**config.mk**
```make
export PLATFORM = sky130hd
export DESIGN_NAME = led_scan_ctrl_flat
export DESIGN_NICKNAME = d
export VERILOG_FILES = /design/src/rtl/led_scan_ctrl_if.sv /design/src/rtl/led_scan_ctrl.sv /design/src/flat_wrapper.sv
export SDC_FILE = /design/constraint.sdc
export NUM_CORES = 1
export LEC_CHECK = 0
export CAP_MARGIN = 20
export CORE_UTILIZATION = 50
export DETAILED_ROUTE_END_ITERATION = 8
export GPL_TIMING_DRIVEN = 0
export HOLD_SLACK_MARGIN = 0.03
export PLACE_DENSITY = 0.71
export REMOVE_ABC_BUFFERS = 1
export SLEW_MARGIN = 15
export SYNTH_ARGS = -nofsm -noshare
export SYNTH_HDL_FRONTEND = slang
export SYNTH_SLANG_ARGS = --single-unit
export TNS_END_PERCENT = 20
```
**constraint.sdc**
```tcl
create_clock -name clk -period 4.5 [get_ports clk]
set_input_delay 1.35 -clock clk [delete_from_list [all_inputs] [get_ports clk]]
set_output_delay 1.35 -clock clk [all_outputs]
set_load 0.02 [all_outputs]
```
**src/rtl/led_scan_ctrl_if.sv**
```systemverilog
// Control/status bundle for led_scan_ctrl: switch-side inputs and LED-side outputs.
interface led_scan_ctrl_if;
    logic       run;
    logic [1:0] mode;
    logic [2:0] manual_sel;
    logic       step;
    logic [2:0] sel;
    logic [7:0] led;
    logic       wrap;

    modport master (
        output run, mode, manual_sel, step,
        input  sel, led, wrap
    );

    modport slave (
        input  run, mode, manual_sel, step,
        output sel, led, wrap
    );
endinterface

```
**src/rtl/led_scan_ctrl.sv**
```systemverilog
// 8-LED scan sequencer: prescaled or single-step position stepping in up/down/bounce/manual modes.
// Optional feature macro: LED_SCAN_BOUNCE_EN (bounce mode and direction register; otherwise mode 10 acts as up).
//
// state  | meaning
// S_IDLE | stopped; prescaler held at 0, step pulses advance one position
// S_RUN  | auto-stepping; prescaler wraps every TICK_DIV cycles and advances
module led_scan_ctrl #(
    parameter int unsigned TICK_DIV = 12_500_000
) (
    input  logic           clk,
    input  logic           rst,
    led_scan_ctrl_if.slave bus
);
    localparam int unsigned      CNT_W   = (TICK_DIV > 1) ? $clog2(TICK_DIV) : 1;
    localparam logic [CNT_W-1:0] CNT_MAX = CNT_W'(TICK_DIV - 1);

    typedef enum logic {S_IDLE, S_RUN} state_t;

    state_t           r_state;
    state_t           w_state_nxt;
    logic [CNT_W-1:0] r_cnt;
    logic [CNT_W-1:0] w_cnt_nxt;
    logic [2:0]       r_sel;
    logic [2:0]       w_sel_nxt;
    logic [7:0]       r_led;
    logic             r_wrap;
    logic             w_wrap_nxt;
    logic             w_adv;

`ifdef LED_SCAN_BOUNCE_EN
    localparam logic DIR_UP   = 1'b0;
    localparam logic DIR_DOWN = 1'b1;
    logic r_dir;
    logic w_dir_nxt;
`endif

    always_ff @(posedge clk or posedge rst) begin
        if (rst) begin
            r_state <= S_IDLE;
            r_cnt   <= '0;
            r_sel   <= 3'd0;
            r_led   <= 8'h01;
            r_wrap  <= 1'b0;
        end else begin
            r_state <= w_state_nxt;
            r_cnt   <= w_cnt_nxt;
            r_sel   <= w_sel_nxt;
            r_led   <= 8'd1 << w_sel_nxt;
            r_wrap  <= w_wrap_nxt;
        end
    end

`ifdef LED_SCAN_BOUNCE_EN
    always_ff @(posedge clk or posedge rst) begin
        if (rst) begin
            r_dir <= DIR_UP;
        end else begin
            r_dir <= w_dir_nxt;
        end
    end
`endif

    always_comb begin
        w_state_nxt = bus.run ? S_RUN : S_IDLE;
        w_cnt_nxt   = '0;
        w_adv       = 1'b0;
        w_sel_nxt   = r_sel;
        w_wrap_nxt  = 1'b0;
`ifdef LED_SCAN_BOUNCE_EN
        w_dir_nxt   = r_dir;
`endif

        // Step only counts while stopped and staying stopped; run=1 wins.
        if (r_state == S_RUN) begin
            w_adv     = (r_cnt == CNT_MAX);
            w_cnt_nxt = w_adv ? '0 : r_cnt + 1'b1;
        end else begin
            w_adv = bus.step && !bus.run;
        end

        if (bus.mode == 2'b11) begin
            w_sel_nxt = bus.manual_sel;
        end else if (w_adv) begin
            if (bus.mode == 2'b01) begin
                w_sel_nxt  = r_sel - 3'd1;
                w_wrap_nxt = (r_sel == 3'd0);
            end
`ifdef LED_SCAN_BOUNCE_EN
            else if (bus.mode == 2'b10) begin
                if (r_dir == DIR_UP) begin
                    if (r_sel == 3'd7) begin
                        w_sel_nxt  = 3'd6;
                        w_dir_nxt  = DIR_DOWN;
                        w_wrap_nxt = 1'b1;
                    end else begin
                        w_sel_nxt = r_sel + 3'd1;
                    end
                end else begin
                    if (r_sel == 3'd0) begin
                        w_sel_nxt  = 3'd1;
                        w_dir_nxt  = DIR_UP;
                        w_wrap_nxt = 1'b1;
                    end else begin
                        w_sel_nxt = r_sel - 3'd1;
                    end
                end
            end
`endif
            else begin
                w_sel_nxt  = r_sel + 3'd1;
                w_wrap_nxt = (r_sel == 3'd7);
            end
        end

`ifdef LED_SCAN_BOUNCE_EN
        if (bus.mode != 2'b10) begin
            w_dir_nxt = DIR_UP;
        end
`endif
    end

    assign bus.sel  = r_sel;
    assign bus.led  = r_led;
    assign bus.wrap = r_wrap;

endmodule

```
**src/flat_wrapper.sv**
```systemverilog
// flat-port wrapper written by rule: the top's interface ports become plain ports
module led_scan_ctrl_flat 
#(
    parameter int unsigned TICK_DIV = 12_500_000
)
  (clk, rst, bus_run, bus_mode, bus_manual_sel, bus_step, bus_sel, bus_led, bus_wrap);
  led_scan_ctrl_if bus_i ();
  input  logic clk;
  input  logic rst;
  input wire logic [$bits(bus_i.run)-1:0] bus_run;
  input wire logic [$bits(bus_i.mode)-1:0] bus_mode;
  input wire logic [$bits(bus_i.manual_sel)-1:0] bus_manual_sel;
  input wire logic [$bits(bus_i.step)-1:0] bus_step;
  output wire logic [$bits(bus_i.sel)-1:0] bus_sel;
  output wire logic [$bits(bus_i.led)-1:0] bus_led;
  output wire logic [$bits(bus_i.wrap)-1:0] bus_wrap;
  assign bus_i.run = bus_run;
  assign bus_i.mode = bus_mode;
  assign bus_i.manual_sel = bus_manual_sel;
  assign bus_i.step = bus_step;
  assign bus_sel = bus_i.sel;
  assign bus_led = bus_i.led;
  assign bus_wrap = bus_i.wrap;
  led_scan_ctrl #(.TICK_DIV(TICK_DIV)) u_core (.clk(clk), .rst(rst), .bus(bus_i));
endmodule
```
== After elaboration in Yosys (flattened, before gate mapping) ==
Index checks and enable logic that the tools add are counted.
Widths: inputs -> output; s select.
Word-level totals
  bits in registers: 37
  bits of input ports: 9
  logic and storage cells: 26
Operators by class
  add/sub/neg operators: 3
  eq/ne operators: 4
  shifts and indexed selects: 1
  muxes and demuxes: 10
  reduce and logical (&&, ||, !) cells: 3
Operators with widths (count)
  $mux 24: 2
  $add 24x1->24 const B: 1
  $eq 24x24->1 const B: 1
  $mux 3: 3
  $shl 1x3->8 const A: 1
  $mux 1: 5
  $add 3x1->3 const B: 1
  $eq 3x3->1 const B: 1
  $logic_not 3->1: 1
  $sub 3x1->3 const B: 1
  $eq 2x1->1 const B: 1
  $eq 2x2->1 const B: 1
  $logic_and 1x1->1: 1
  $logic_not 1->1: 1

== Longest topological paths before layout ==
  word-level depth: 6
  depth in mapped cells: 8

== Worst setup path after synthesis ==
No wires, ideal clock.
  kind: input-to-reg
  start point: input bus_mode[0]
  end point: register u_core.r_led[6], in the netlist u_core.bus.led[6]
  library setup time: 101 ps
  data arrival time: 2815 ps
  required time: 4399 ps
  path slack: 1584 ps
  stages: 6
  path through: nor2b_1 > fa_1 > xnor2_1 > or3_4 > and3_4 > nor4_1
On the way
  word-level cells in the longest chain between the ends: 5
Ends and longest elaborated chain
  start, declared: RTL line flat_wrapper.sv:11  | input wire logic [$bits(bus_i.mode)-1:0] bus_mode;
  $eq 2x1->1: RTL line led_scan_ctrl.sv:84  | if (bus.mode == 2'b01) begin
  $mux 3: RTL line led_scan_ctrl.sv:84
  $mux 3: RTL line led_scan_ctrl.sv:83  | end else if (w_adv) begin
  $mux 3 (*): RTL line led_scan_ctrl.sv:81  | if (bus.mode == 2'b11) begin
  $shl 1x3->8 (*): RTL line led_scan_ctrl.sv:48  | r_led <= 8'd1 << w_sel_nxt;
  end signal, assigned: RTL line led_scan_ctrl.sv:48
  end, declared: RTL line led_scan_ctrl.sv:25  | logic [7:0] r_led;
Every way passes the cells marked *; elsewhere a longest branch is shown, timed or not.

== Final worst setup path ==
  start point: input bus_mode[0]
  end point: register u_core.r_led[7], in the netlist u_core.bus.led[7]
The elaborated chain is that of the path after synthesis.

==> flow_summary.yaml <==
synthesis:
  synthXorXnorAreaFrac_pct: 11.5
  synth_simple_gate_area_share_pct: 25.9
  syn_area_um2: 1750
  avgSynthCellArea_um2: 10.2
  synthAdderAreaFrac_pct: 1.86
  ys_warn_count: 0
  yosys_register_bits: 37
  yosys-mux-area-fraction_pct: 1.22
  synth_top_family_by_area: "simple AND/OR/NAND/NOR gates"
  synth-compound-area-share_pct: 5.59
  netlist_instances: 171
  synth_cell_types: 34
  synth-seq-area-share_pct: 53.1
die:
  die_y_um: 61.1
  coreArea_um2: 3340
  rows: 21
  pin_count: 21
  die-width_um: 61.1
  start_util_pct: 52.3
  die_area_um2: 3730
final_layout:
  final_area_um2: 2050
  area_growth_pct: 17.5
  antenna-diode-count: 0
  final_nets: 207
  final_core_util_pct: 61.5
  drive_above_1_share_pct: 7.65
worst_setup_path:
  critPathKind: "in -> reg"
  worstSetupEndpoint: "u_core.bus.led[7]$_DFF_PP0_"
  start_kind: "input pin"
  max_stage_delay_ns: 0.47
  cp-end-kind: "flip-flop"
  path_max_fanout: 5
  cp.arrival_ns: 3.50
  r2r_setup_slack_ns: 2.13
  crit_chain: "clkdlybuf4s50_1 > nor2b_1 > fa_1 > xnor2_1 > or3_4 > and3_4 > nor4_1"
  cp_slowest_cell: "clkdlybuf4s50_1"
  reg2reg_depth: 8
  worstPathRequired_ns: 4.73
  r2r_start: "u_core.r_cnt[0]$_DFF_PP0_"
  crit_start: "bus_mode[0]"
  reg2reg_to: "u_core.bus.led[6]$_DFF_PP0_"
detailed_routing:
  avgRoutedWirePerCell_um: 13.9
  top_layer_used: "met4"
  first_pass_iters: 4
  drtIter0Drc: 50
  vias: 1320
  post-route-drc-count: 0
  drt-vias-per-instance: 5.45
  m1WireLength_mm: 1.56
  met2WireLength_mm: 1.63
  finalWirelength_mm: 3.36
  ant_nets: 0
  wl_met3_um: 98
pwr:
  ir_drop_v: 0.000256
  power-per-cell-area_nw_per_um2: 338
  leakage_nw: 0.865
cts:
  clk_latency_ns: 0.35
  htree_levels: 2
  cts_buffers: 5
  cts-hold-fix-buffers: 0
  cts_root_buf: "clkbuf_4"
  numClockSinks: 37
  cts_resized: 0
  post_cts_buffers: 0
  cts_tree: "done"
  cts.clk_slew.worst_paths_ns: 0.10
  clk_path_buf_depth: 2
grt:
  grt_max_degree: 38
  grt_usage_pct: 21.4
  grt_pass1_wl_mm: 5.66
  grt_pass1_vias: 1265
  overflow: 0
  antenna_found_initial: 0
place:
  post_dp_cell_area_um2: 2000
  gp_routability_congestion: 0.789
  io_buffers: 20
  place.detailed.hpwl_mm: 2.38
  pre_cts_slack_ns: 0.869
timing:
  final.setup.tns_ns: 0
  finalSetupViolations: 0
  grt_setup_unrepaired: "no"
  final_max_slew_viol_count: 0
  final.setup_skew_ns: 0.0169
  worstMarginPinSlew_ns: 0.735
  fin_ws_ns: 1.22
  slew_headroom_pct: 50.9
  finalHoldViolCount: 0
  min_period_over_period_pct: 72.8
  fmax_ghz: 0.305
  post-route-min-period_ns: 3.28
run:
  maxCapViolations: 0
worst_hold_path:
  hold_class: "reg -> reg"
status:
  outcome: "finished clean"
-- worst max-delay path: cells and delay by family --
| kind | cells | cell delay [ns] |
|---|---|---|
| and+or+nand+nor | 4 | 1.14 |
| buffers and inverters | 1 | 0.47 |
| adders and majority gates | 1 | 0.39 |
| xor gates and xnor gates | 1 | 0.16 |
-- cell usage after synthesis --
| cell type | count | area, um^2 |
|---|---|---|
| nand3_1 | 6 | 30.0 |
| nand4_1 | 8 | 50.1 |
| dfstp_2 | 1 | 26.3 |
| nor2b_1 | 1 | 6.26 |
| and4_1 | 1 | 8.76 |
| ha_1 | 1 | 12.5 |
| nand4b_1 | 1 | 8.76 |
| nor3b_1 | 1 | 7.51 |
| a21bo_2 | 1 | 10.0 |
| xnor2_1 | 11 | 96.3 |
| or3_1 | 1 | 6.26 |
| o21ai_0 | 2 | 10.0 |
| or2_2 | 1 | 6.26 |
| nor3_1 | 3 | 15.0 |
| and3_1 | 7 | 43.8 |
| or3_4 | 1 | 11.3 |
| nor4bb_1 | 1 | 10.0 |
| clkbuf_1 | 2 | 7.51 |
| nor3_2 | 1 | 10.0 |
| nand2_1 | 14 | 52.6 |
| a21oi_1 | 7 | 35.0 |
| nor2_1 | 33 | 124 |
| and3_4 | 1 | 11.3 |
| fa_1 | 1 | 20.0 |
| a31oi_1 | 1 | 6.26 |
| xor2_1 | 12 | 105 |
| dfrtp_1 | 36 | 901 |
| mux2i_1 | 1 | 10.0 |
| a31oi_4 | 1 | 21.3 |
| a211oi_1 | 2 | 15.0 |
| nor4_1 | 3 | 18.8 |
| inv_1 | 2 | 7.51 |
| and2_1 | 5 | 31.3 |
| mux2_2 | 1 | 11.3 |
-- kinds of logic after synthesis --
| kind of cell | Yosys count |
|---|---|
| simple gates | 89 |
| fa+ha+maj | 2 |
| mux | 2 |
| buf+inv | 4 |
| flops | 37 |
| compound gates | 14 |
| xor+xnor | 23 |
-- per-stage QoR --
stage	total power (W)	hold WS, ns	instances
6_report	0.000694	0.462	242
5_1_grt	0.000724	0.512	242
4_1_cts	0.000699	0.471	242
3_5_place_dp	0.000522	0.455	235
3_3_place_gp	0.000519	0.442	235
2_1_floorplan	0.000458	0.424	169
-- per-layer routing --
layer | track usage (%) | vias to the layer above
met4 | 12.0 | 0
met5 | 0 | -
met3 | 5.25 | 8
met2 | 32.3 | 19
met1 | 28.2 | 659
li1 | - | 634
-- worst min-delay path by stage --
| stage | from | end | slack (ns) | cells after the start |
|---|---|---|---|---|
| floorplan | u_core.r_cnt[0]$_DFF_PP0_ | u_core.r_cnt[0]$_DFF_PP0_ | 0.42 | 1 |
| global placement | u_core.r_cnt[0]$_DFF_PP0_ | u_core.r_cnt[0]$_DFF_PP0_ | 0.44 | 1 |
| detailed placement | u_core.r_cnt[0]$_DFF_PP0_ | u_core.r_cnt[0]$_DFF_PP0_ | 0.45 | 1 |
| CTS | u_core.r_cnt[0]$_DFF_PP0_ | u_core.r_cnt[0]$_DFF_PP0_ | 0.47 | 1 |
| global route | u_core.r_cnt[0]$_DFF_PP0_ | u_core.r_cnt[0]$_DFF_PP0_ | 0.51 | 1 |
| finish | u_core.r_cnt[0]$_DFF_PP0_ | u_core.r_cnt[0]$_DFF_PP0_ | 0.46 | 1 |
-- layout make-up --
type | instances | area, um^2
clock buffers | 7 | 55.1
fillers | 293 | 1280
inverters | 2 | 7.51
multi-input cells | 130 | 805
flip-flops and latches | 37 | 927
well taps | 46 | 57.6
repair buffers | 20 | 200
-- power by group --
part / leakage (nW) / switching (W) / internal, W / total [W]
logic: 0.337 / 0.0000785 / 0.0000657 / 0.000144
clock network: 0.0314 / 0.000106 / 0.0000738 / 0.000179
registers: 0.497 / 0.0000159 / 0.000355 / 0.000371
-- cells in the final DEF, fill, tap and decap left out, drive strengths merged --
master,netlist,routed
dfrtp,36,36
nor2,33,33
clkdlybuf4s50,0,20
nand2,14,14
xor2,12,12
xnor2,11,11
nand4,8,8
and3,8,8
a21oi,7,7
clkbuf,2,7
nand3,6,6
and2,5,5
nor3,4,4
nor4,3,3
o21ai,2,2
a211oi,2,2
a31oi,2,2
or3,2,2
inv,2,2
nor2b,1,1
nor4bb,1,1
and4,1,1
nor3b,1,1
mux2i,1,1
mux2,1,1
a21bo,1,1
or2,1,1
nand4b,1,1
fa,1,1
ha,1,1
dfstp,1,1
-- state kept, by name (all words and copies together), names as in the netlist --
name and count:
u_core.r_cnt 24, u_core.bus.sel 3, u_core.r_state 1, u_core.bus.wrap 1, u_core.bus.led 8
Note: power is estimated with default switching activity, not from simulation.
